[src/rtl/i2c_target_regs.sv]
// I2C target with a byte-wide register file: pointer-then-data writes, auto-incrementing reads.
// Pins to decision: 3 clk. The bus is the only source of backpressure; SCL is never stretched.
module i2c_target_regs #(
   parameter logic [6:0] ADDR  = 7'h55,
   parameter int         NREGS = 4,
   localparam int        PW    = $clog2(NREGS)
) (
   input  logic          clk,
   input  logic          reset_n,
   input  logic          scl,
   input  logic          sda_in,
   output logic          sda_oe,
   output logic          busy,
   output logic          wr_valid,
   output logic [PW-1:0] wr_addr,
   output logic [7:0]    wr_data
);

   typedef enum logic [2:0] {
      IDLE, ADDR_ST, ADDR_ACK, WR_BYTE, WR_ACK, RD_BYTE, RD_ACK, WAIT_STOP
   } state_t;

   state_t        state_q, state_d;
   logic          scl_s1, scl_s2, scl_d;
   logic          sda_s1, sda_s2, sda_d;
   logic [3:0]    bit_cnt_q, bit_cnt_d;
   logic [7:0]    shreg_q, shreg_d;
   logic [PW-1:0] ptr_q, ptr_d;
   logic          first_q, first_d;
   logic          ack_q, ack_d;
   logic          sda_oe_d;
   logic          byte_done_q, byte_done_d;
   logic          busy_set;
   logic [7:0]    regs [NREGS];
   logic [7:0]    rd_byte;
   logic [2:0]    rd_idx;

   // Bus conditions are evaluated on the synchronised copies only.
   wire scl_rise  = scl_s2 & ~scl_d;
   wire scl_fall  = ~scl_s2 & scl_d;
   wire start_det = scl_s2 & scl_d & sda_d & ~sda_s2;
   wire stop_det  = scl_s2 & scl_d & ~sda_d & sda_s2;

   always_comb begin
      state_d     = state_q;
      bit_cnt_d   = bit_cnt_q;
      shreg_d     = shreg_q;
      ptr_d       = ptr_q;
      first_d     = first_q;
      ack_d       = ack_q;
      sda_oe_d    = sda_oe;
      byte_done_d = 1'b0;
      busy_set    = 1'b0;
      rd_byte     = regs[ptr_q];
      rd_idx      = 3'd7 - bit_cnt_q[2:0];

      if (byte_done_q)
         ptr_d = ptr_q + PW'(1);

      if (start_det) begin
         state_d   = ADDR_ST;
         bit_cnt_d = 4'd0;
         sda_oe_d  = 1'b0;
      end else if (stop_det) begin
         state_d  = IDLE;
         sda_oe_d = 1'b0;
      end else begin
         case (state_q)
            IDLE: ;
            ADDR_ST: begin
               if (scl_rise) begin
                  shreg_d   = {shreg_q[6:0], sda_s2};
                  bit_cnt_d = bit_cnt_q + 4'd1;
               end else if (scl_fall && bit_cnt_q == 4'd8) begin
                  if (shreg_q[7:1] == ADDR) begin
                     sda_oe_d = 1'b1;
                     busy_set = 1'b1;
                     state_d  = ADDR_ACK;
                  end else begin
                     state_d = WAIT_STOP;
                  end
               end
            end
            ADDR_ACK: begin
               if (scl_fall) begin
                  if (shreg_q[0]) begin
                     sda_oe_d  = ~rd_byte[7];
                     bit_cnt_d = 4'd1;
                     state_d   = RD_BYTE;
                  end else begin
                     sda_oe_d  = 1'b0;
                     bit_cnt_d = 4'd0;
                     first_d   = 1'b1;
                     state_d   = WR_BYTE;
                  end
               end
            end
            WR_BYTE: begin
               if (scl_rise) begin
                  shreg_d   = {shreg_q[6:0], sda_s2};
                  bit_cnt_d = bit_cnt_q + 4'd1;
                  // The register write itself lands one cycle later from shreg_q.
                  if (bit_cnt_q == 4'd7 && !first_q)
                     byte_done_d = 1'b1;
               end else if (scl_fall && bit_cnt_q == 4'd8) begin
                  if (first_q) begin
                     ptr_d   = shreg_q[PW-1:0];
                     first_d = 1'b0;
                  end
                  sda_oe_d = 1'b1;
                  state_d  = WR_ACK;
               end
            end
            WR_ACK: begin
               if (scl_fall) begin
                  sda_oe_d  = 1'b0;
                  bit_cnt_d = 4'd0;
                  state_d   = WR_BYTE;
               end
            end
            RD_BYTE: begin
               if (scl_fall) begin
                  if (bit_cnt_q == 4'd8) begin
                     sda_oe_d = 1'b0;
                     state_d  = RD_ACK;
                  end else begin
                     sda_oe_d  = ~rd_byte[rd_idx];
                     bit_cnt_d = bit_cnt_q + 4'd1;
                  end
               end
            end
            RD_ACK: begin
               if (scl_rise) begin
                  ack_d = ~sda_s2;
                  if (!sda_s2)
                     ptr_d = ptr_q + PW'(1);
               end else if (scl_fall) begin
                  // ptr_q already points at the next register here.
                  if (ack_q) begin
                     sda_oe_d  = ~rd_byte[7];
                     bit_cnt_d = 4'd1;
                     state_d   = RD_BYTE;
                  end else begin
                     sda_oe_d = 1'b0;
                     state_d  = WAIT_STOP;
                  end
               end
            end
            WAIT_STOP: sda_oe_d = 1'b0;
            default:   state_d  = IDLE;
         endcase
      end
   end

   always_ff @(posedge clk or negedge reset_n) begin
      if (!reset_n) begin
         scl_s1      <= 1'b1;
         scl_s2      <= 1'b1;
         scl_d       <= 1'b1;
         sda_s1      <= 1'b1;
         sda_s2      <= 1'b1;
         sda_d       <= 1'b1;
         state_q     <= IDLE;
         bit_cnt_q   <= 4'd0;
         shreg_q     <= 8'h00;
         ptr_q       <= '0;
         first_q     <= 1'b0;
         ack_q       <= 1'b0;
         sda_oe      <= 1'b0;
         byte_done_q <= 1'b0;
         busy        <= 1'b0;
         wr_valid    <= 1'b0;
         wr_addr     <= '0;
         wr_data     <= 8'h00;
         for (int i = 0; i < NREGS; i++)
            regs[i] <= 8'h00;
      end else begin
         scl_s1      <= scl;
         scl_s2      <= scl_s1;
         scl_d       <= scl_s2;
         sda_s1      <= sda_in;
         sda_s2      <= sda_s1;
         sda_d       <= sda_s2;
         state_q     <= state_d;
         bit_cnt_q   <= bit_cnt_d;
         shreg_q     <= shreg_d;
         ptr_q       <= ptr_d;
         first_q     <= first_d;
         ack_q       <= ack_d;
         sda_oe      <= sda_oe_d;
         byte_done_q <= byte_done_d;
         wr_valid    <= byte_done_q;
         if (busy_set)
            busy <= 1'b1;
         else if (state_q == IDLE)
            busy <= 1'b0;
         if (byte_done_q) begin
            regs[ptr_q] <= shreg_q;
            wr_addr     <= ptr_q;
            wr_data     <= shreg_q;
         end
      end
   end

endmodule

[config.mk]
export PLATFORM = sky130hd
export DESIGN_NAME = i2c_target_regs
export DESIGN_NICKNAME = d
export VERILOG_FILES = /design/src/rtl/i2c_target_regs.sv
export SDC_FILE = /design/constraint.sdc
export NUM_CORES = 1
export LEC_CHECK = 0
export ABC_AREA = 1
export BUFFER_PORTS_ARGS = -buffer_cell sky130_fd_sc_hd__clkbuf_2
export CORE_MARGIN = 5
export CORE_UTILIZATION = 50
export DETAILED_ROUTE_END_ITERATION = 10
export GPL_TIMING_DRIVEN = 1
export PLACE_DENSITY_LB_ADDON = 0.08
export SYNTH_ARGS = -nofsm -noshare
export SYNTH_HDL_FRONTEND = slang
export SYNTH_SLANG_ARGS = --single-unit
[constraint.sdc]
create_clock -name clk -period 1.85 [get_ports clk]
set_input_delay 0.2775 -clock clk [delete_from_list [all_inputs] [get_ports clk]]
set_output_delay 0.2775 -clock clk [all_outputs]
set_load 0.05 [all_outputs]
==> results_dict.tcl, run 1 <==
set metrics [dict create \
    critical_path_class "flop to flop" \
    m1WireLength_um 4070 \
    area_growth_pct 13.4 \
    max-vdd-ir-drop_v 0.000677 \
    internal-power_uw 3140 \
    avgSynthCellArea_um2 8.13 \
    setup_viol 0 \
    multiInputGateArea_mm2 0.00145 \
    synthesis.nets 443 \
    regToRegEndpoint "state_q[0]" \
    pwr-share-seq_pct 35.6 \
    gp_congestion 0.908 \
    max_freq_mhz 587 \
    crit_arrival_ps 1940 \
    switching_share_pct 42.1 \
    tns_ps 0 \
    reg2regPathDepth 10 \
    core_mm2 0.00683 \
    nFillCells 645 \
    r2r-start "bit_cnt_q[1]" \
    ys_seq_elements 71 \
    path_max_fanout 5 \
    ant_nets 0 \
    fin_skew_ps 10.2 \
    slew_violations 0 \
    utilization_pct 58.5 \
    layout_setup_ws_ps 146 \
    wl_met2_um 3560 \
    antenna_cells 0 \
    clk_latency_ps 350 \
    synth_adder_area_share_pct 2.13 \
    drcViolationCount 0 \
    wire_per_inst_um 14.8 \
    root_buffer "clkbuf_8" \
    synth_xor_xnor_area_share_pct 0.497 \
    synth_compound_area_share_pct 13.2 \
    gr-total-overflow 0 \
    dieArea_mm2 0.00882 \
    synthTopCellsByArea "dfrtp_1, nand2_1, o21ai_0" \
    final_common_cell "nand2_1" \
    fin_crit_sh_pct 92.1 \
    tightest_slew_ps 500 \
    hp-class "flop to flop" \
    start_util_pct 51.6 \
    synthArstFlopShare_pct 100 \
    met3_length_um 468 \
    clock-sinks 71 \
    crit_required_ps 2090 \
    crit_start "bit_cnt_q[1]" \
    drt_iter0_markers 169 \
    synth_simple_gate_area_share_pct 24.5 \
    cts_tree "built" \
    rrSetupSlack_ps 150 \
    outcome "finished clean" \
    via_per_inst 5.20 \
    clkPwrFrac_pct 23.1 \
    grt_max_degree 35 \
    num_io_pins 17 \
    cts_made_buffers 9 \
    drt_first_pass_iters 5 \
    die_h_um 93.9 \
    place.detailed.hpwl_um 5800 \
    slew_headroom_pct 66.5 \
    synth_top_family_by_area "simple AND/OR/NAND/NOR gates" \
    cp-end-kind "flop" \
    synth_warnings 0 \
    port_buffers 16 \
    comb_power_share_pct 41.3 \
    cap_violations 0 \
    yosys.area.top_type "dfrtp_1" \
    vias 2922 \
    regArea_mm2 0.00178 \
    final_cell_mix "nand2_1, dfrtp_1, inv_1, o21ai_0, nand3_1" \
    grt_use_total_pct 21.2 \
    synth_ff_type "dfrtp_1" \
    htreeDepth 3 \
    ys_types 44 \
    final_nets 472 \
    place_ws_ps 97.4 \
    power.density_mw_per_mm2 1360 \
    worstSetupEndpoint "state_q[0]" \
    cp-start-kind "flop" \
    synthCells 433 \
    grt_pass1_wl_um 14300 \
    period_minus_slack_ps 1700 \
    power.switching_uw 2290 \
    leakage_uw 0.00191 \
    grt_pass1_vias 2780 \
    drive_above_1_share_pct 17.6 \
    synth_mux_area_share_pct 0.320 \
    cts_buffer_depth 2 \
    clk_pin_slew_worst_paths_ps 70 \
    synth-edff-count 0 \
    die_w_um 93.9 \
    finalWirelength_um 8320 \
    hold_violations 0 \
    rsz0062_at_grt "no" \
    ys_seq_area_share_pct 50.7 \
    synthesis.area_mm2 0.00352 \
    top_layer_used "met4" \
    rows 30 \
    yosysTopAreaCellShare_pct 46.2 \
    antenna_found_initial 0 \
]
[kinds of logic after synthesis]
kind of cell,after synthesis
xor+xnor,2
buf+inv,72
compound gates,81
flops,71
fa+ha+maj,6
mux,1
simple gates,200
[cell type report]
cell class	instances	area share, %
sequential	71	44.7
tap	96	3.01
timing repair buffer	32	5.58
clock buffer	10	3.45
multi-input combinational	290	36.4
inverter	58	5.45
clock inverter	5	1.47
[per-stage QoR]
step | hold WS (ps) | cells | power [uW] | area, um2
3_3_place_gp | 229 | 543 | 4130 | 3740
2_1_floorplan | -18.1 | 433 | 3490 | 3520
5_1_grt | 369 | 562 | 5850 | 3990
6_report | 362 | 562 | 5430 | 3990
4_1_cts | 362 | 561 | 5410 | 3970
3_5_place_dp | 226 | 543 | 4140 | 3740
[flip-flops by register name (all words and copies together), names as in the netlist, 2 cells and up]
register   flops
state_q        3
shreg_q        8
ptr_q          2
regs          32
wr_addr        2
wr_data        8
bit_cnt_q      4
[worst max-delay path, cell delays in order, from the launching register on]
cell and delay, ps:
dfrtp_1 430, inv_2 100, ha_1 160, nand3_2 130, nor2_4 130, inv_1 70, nand2_1 90, nand2_1 100
a21boi_4 200, nand2_1 80, o21a_1 110
[per-layer routing]
| layer | up-vias | track usage, % |
|---|---|---|
| li1 | 1446 | - |
| met1 | 1365 | 30.9 |
| met2 | 91 | 30.5 |
| met3 | 20 | 3.93 |
| met4 | 0 | 9.63 |
| met5 | - | 0 |
[power groups by stage]
stage	sequential [uW]	clock [uW]	combinational, uW
global route	1970	1350	2530
floorplan	2000	0	1490
CTS	1930	1270	2200
finish	1930	1250	2240
detailed placement	1960	0	2190
global placement	1960	0	2170
[synthesized netlist by cell type, drive strengths merged, types with 2 or more instances]
cell,count
a21oi,16
buf,10
clkbuf,4
dfrtp,65
dfstp,6
ha,6
inv,57
nand2,124
nand3,34
nor2,32
nor3,3
o211ai,3
o21ai,54
o22ai,2
or2,2
[how the worst min path moves through the flow]
stage | from | endpoint | cells after the start
3_3_place_gp | reset_n | regs[22] | 1
5_1_grt | sda_s1 | sda_s2 | 0
2_1_floorplan | reset_n | ack_q | 0
3_5_place_dp | reset_n | regs[21] | 1
4_1_cts | scl_s1 | scl_s2 | 0
6_report | sda_s1 | sda_s2 | 0
[repair_timing]
action | in CTS | in global routing
hold buffers | 3 | 0
resized for setup | 0 | 7
setup buffers | 0 | 1
setup endpoints to repair | 0 | 7
endpoints found under the hold margin | 20 | 0
(Power assumes the default switching activity.)
==> run 2: changes to the inputs <==
--- a/config.mk
+++ b/config.mk
@@ -8,5 +8,5 @@
 export ABC_AREA = 1
 export BUFFER_PORTS_ARGS = -buffer_cell sky130_fd_sc_hd__clkbuf_2
-export CORE_MARGIN = 5
+export CORE_MARGIN = 3
 export CORE_UTILIZATION = 50
 export DETAILED_ROUTE_END_ITERATION = 10
==> constraint.sdc (replaced) <==
create_clock -name clk -period 1.85 [get_ports clk]
set_input_delay 0.37 -clock clk [delete_from_list [all_inputs] [get_ports clk]]
set_output_delay 0.37 -clock clk [all_outputs]
set_load 0.05 [all_outputs]
==> run 2 against run 1 <==
  * Final cell count fell by 0.71%
  * Sequential cell count did not move
  * Core utilization rose by 2.0 points
  * Sequential power barely moved
  * Critical path depth fell by 5
  * Setup slack got worse by 38 ps
  * Design area fell by 0.60%
  * Clock power barely moved
  * First-iteration DRC count rose by 3.6%
  * Critical path type unchanged
  * Largest power group unchanged
==> results_dict.tcl, run 2 (same netlist as run 1, synthesis figures left out) <==
set metrics [dict create \
    ant_nets 0 \
    gp_congestion 0.880 \
    final_common_cell "nand2_1" \
    port_buffers 16 \
    final_cell_mix "nand2_1, dfrtp_1, inv_1, o21ai_0, nand3_1" \
    top_register "regs" \
    cts_made_buffers 9 \
    utilization_pct 60.4 \
    switching_share_pct 41.6 \
    reg2regPathDepth 5 \
    leakage_uw 0.00191 \
    fin_crit_sh_pct 94.2 \
    clock-sinks 71 \
    crit_arrival_ps 1970 \
    comb_power_share_pct 41.2 \
    vias 2823 \
    hp-class "primary input to flop" \
    htreeDepth 3 \
    cts_tree "built" \
    dpl_cell_area_mm2 0.00376 \
    place_ws_ps 110 \
    final_nets 470 \
    power.density_mw_per_mm2 1360 \
    path_max_fanout 16 \
    drive_above_1_share_pct 16.8 \
    max-vdd-ir-drop_v 0.000881 \
    internal-power_uw 3140 \
    regToRegEndpoint "shreg_q[3]" \
    wire_per_inst_um 14.1 \
    whs_path_depth 1 \
    gr-total-overflow 0 \
    antenna_found_initial 0 \
    cap_violations 0 \
    root_buffer "clkbuf_8" \
    finalWirelength_um 7870 \
    clk_pin_slew_worst_paths_ps 80 \
    totalPowerFinal_uw 5390 \
    largest_reg_flops 32 \
    hp-start "scl" \
    tns_ps 0 \
    grt_pass1_wl_um 13300 \
    cp-end-kind "flop" \
    power.switching_uw 2240 \
    antenna_cells 0 \
    via_per_inst 5.06 \
    drt_first_pass_iters 5 \
    drt_iter0_markers 175 \
    num_io_pins 17 \
    top_regs "regs: 32 flops, shreg_q: 8 flops, wr_data: 8 flops" \
    die_h_um 89.9 \
    period_minus_slack_ps 1740 \
    grt_use_total_pct 20.8 \
    holdPathEnd "scl_s1" \
    start_util_pct 53.6 \
    clk_latency_ps 350 \
    drcViolationCount 0 \
    rsz0062_at_grt "no" \
    die_w_um 89.9 \
    crit_required_ps 2080 \
    slew_violations 0 \
    core_mm2 0.00657 \
    design_area_mm2 0.00397 \
    area_growth_pct 12.7 \
    rrSetupSlack_ps 110 \
    critical_path_class "flop to flop" \
    rows 29 \
    dieArea_mm2 0.00809 \
    clkPwrFrac_pct 22.9 \
    setup_viol 0 \
    outcome "finished clean" \
    max_freq_mhz 574 \
    place.detailed.hpwl_um 5580 \
    r2r-start "scl_s2" \
    cts_buffer_depth 2 \
    layout_setup_ws_ps 108 \
    fin_skew_ps 12.8 \
    grt_pass1_vias 2665 \
    grt_max_degree 44 \
    cp-start-kind "flop" \
    cts_setup_buffers 0 \
    pwr-share-seq_pct 35.9 \
    tightest_slew_ps 690 \
    slew_headroom_pct 54.0 \
    hold_violations 0 \
]
==> run 2: changes by cell type in the layout (fill, tap and decap cells not counted), sizes merged <==
cell / change
clkinvlp: -1
clkinv: +1
inv: +1
dlygate4sd3: -2
==> run 2: timing repair <==
action / 4_1_cts / 5_1_grt
gates resized for setup: 0 / 2
hold buffers: 1 / 0
endpoints found under the setup margin: 0 / 3
hold endpoints to repair: 24 / 0
==> run 2: how the worst max path moves through the flow <==
| stage | from | to | slack (ps) | depth (start not counted) |
|---|---|---|---|---|
| 6_report | scl_s2 | shreg_q[3] | 110 | 5 |
| 5_1_grt | scl_d | bit_cnt_q[1] | 8 | 10 |
| 4_1_cts | scl_s2 | shreg_q[0] | 90 | 5 |
| 3_5_place_dp | scl_s2 | shreg_q[3] | 110 | 5 |
| 3_3_place_gp | bit_cnt_q[1] | state_q[2] | 140 | 10 |
| 2_1_floorplan | ptr_q[0] | ptr_q[1] | 230 | 7 |
==> run 2: area by class of cell <==
cell class / instances / area (um2)
fillers: 615 / 2600
flip-flops and latches: 71 / 1780
multi-input cells: 290 / 1440
inverters: 58 / 218
repair buffers: 30 / 215
clock buffers: 10 / 128
well taps: 93 / 116
clock inverters: 6 / 68.8
==> run 2: power groups by stage <==
| stage | Sequential, uW | Combinational (uW) | Clock (uW) |
|---|---|---|---|
| finish | 1930 | 2220 | 1230 |
| global route | 1970 | 2490 | 1330 |
| CTS | 1930 | 2190 | 1250 |
| detailed placement | 1960 | 2180 | 0 |
| global placement | 1960 | 2170 | 0 |
| floorplan | 2000 | 1490 | 0 |
==> run 2: critical path, stage by stage, from the launching register on <==
cell and delay [ps]:
dfstp_2 540, inv_1 40, or2_2 310, or2_1 480
nand2_1 170, o21ai_2 60
==> run 2: metal layers <==
layer,share of wire [%],GRT usage (%),vias to the layer above
li1,-,-,1432
met1,50,30.7,1318
met2,44,30.2,58
met3,4.7,5.59,15
met4,1.5,5.87,0
met5,0,0,-
==> run 2: metrics by stage <==
stage          hold WS (ps)  cells
6_report               88.5    558
3_3_place_gp            321    541
3_5_place_dp            326    541
2_1_floorplan          74.4    433
5_1_grt                67.2    558
4_1_cts                79.9    558
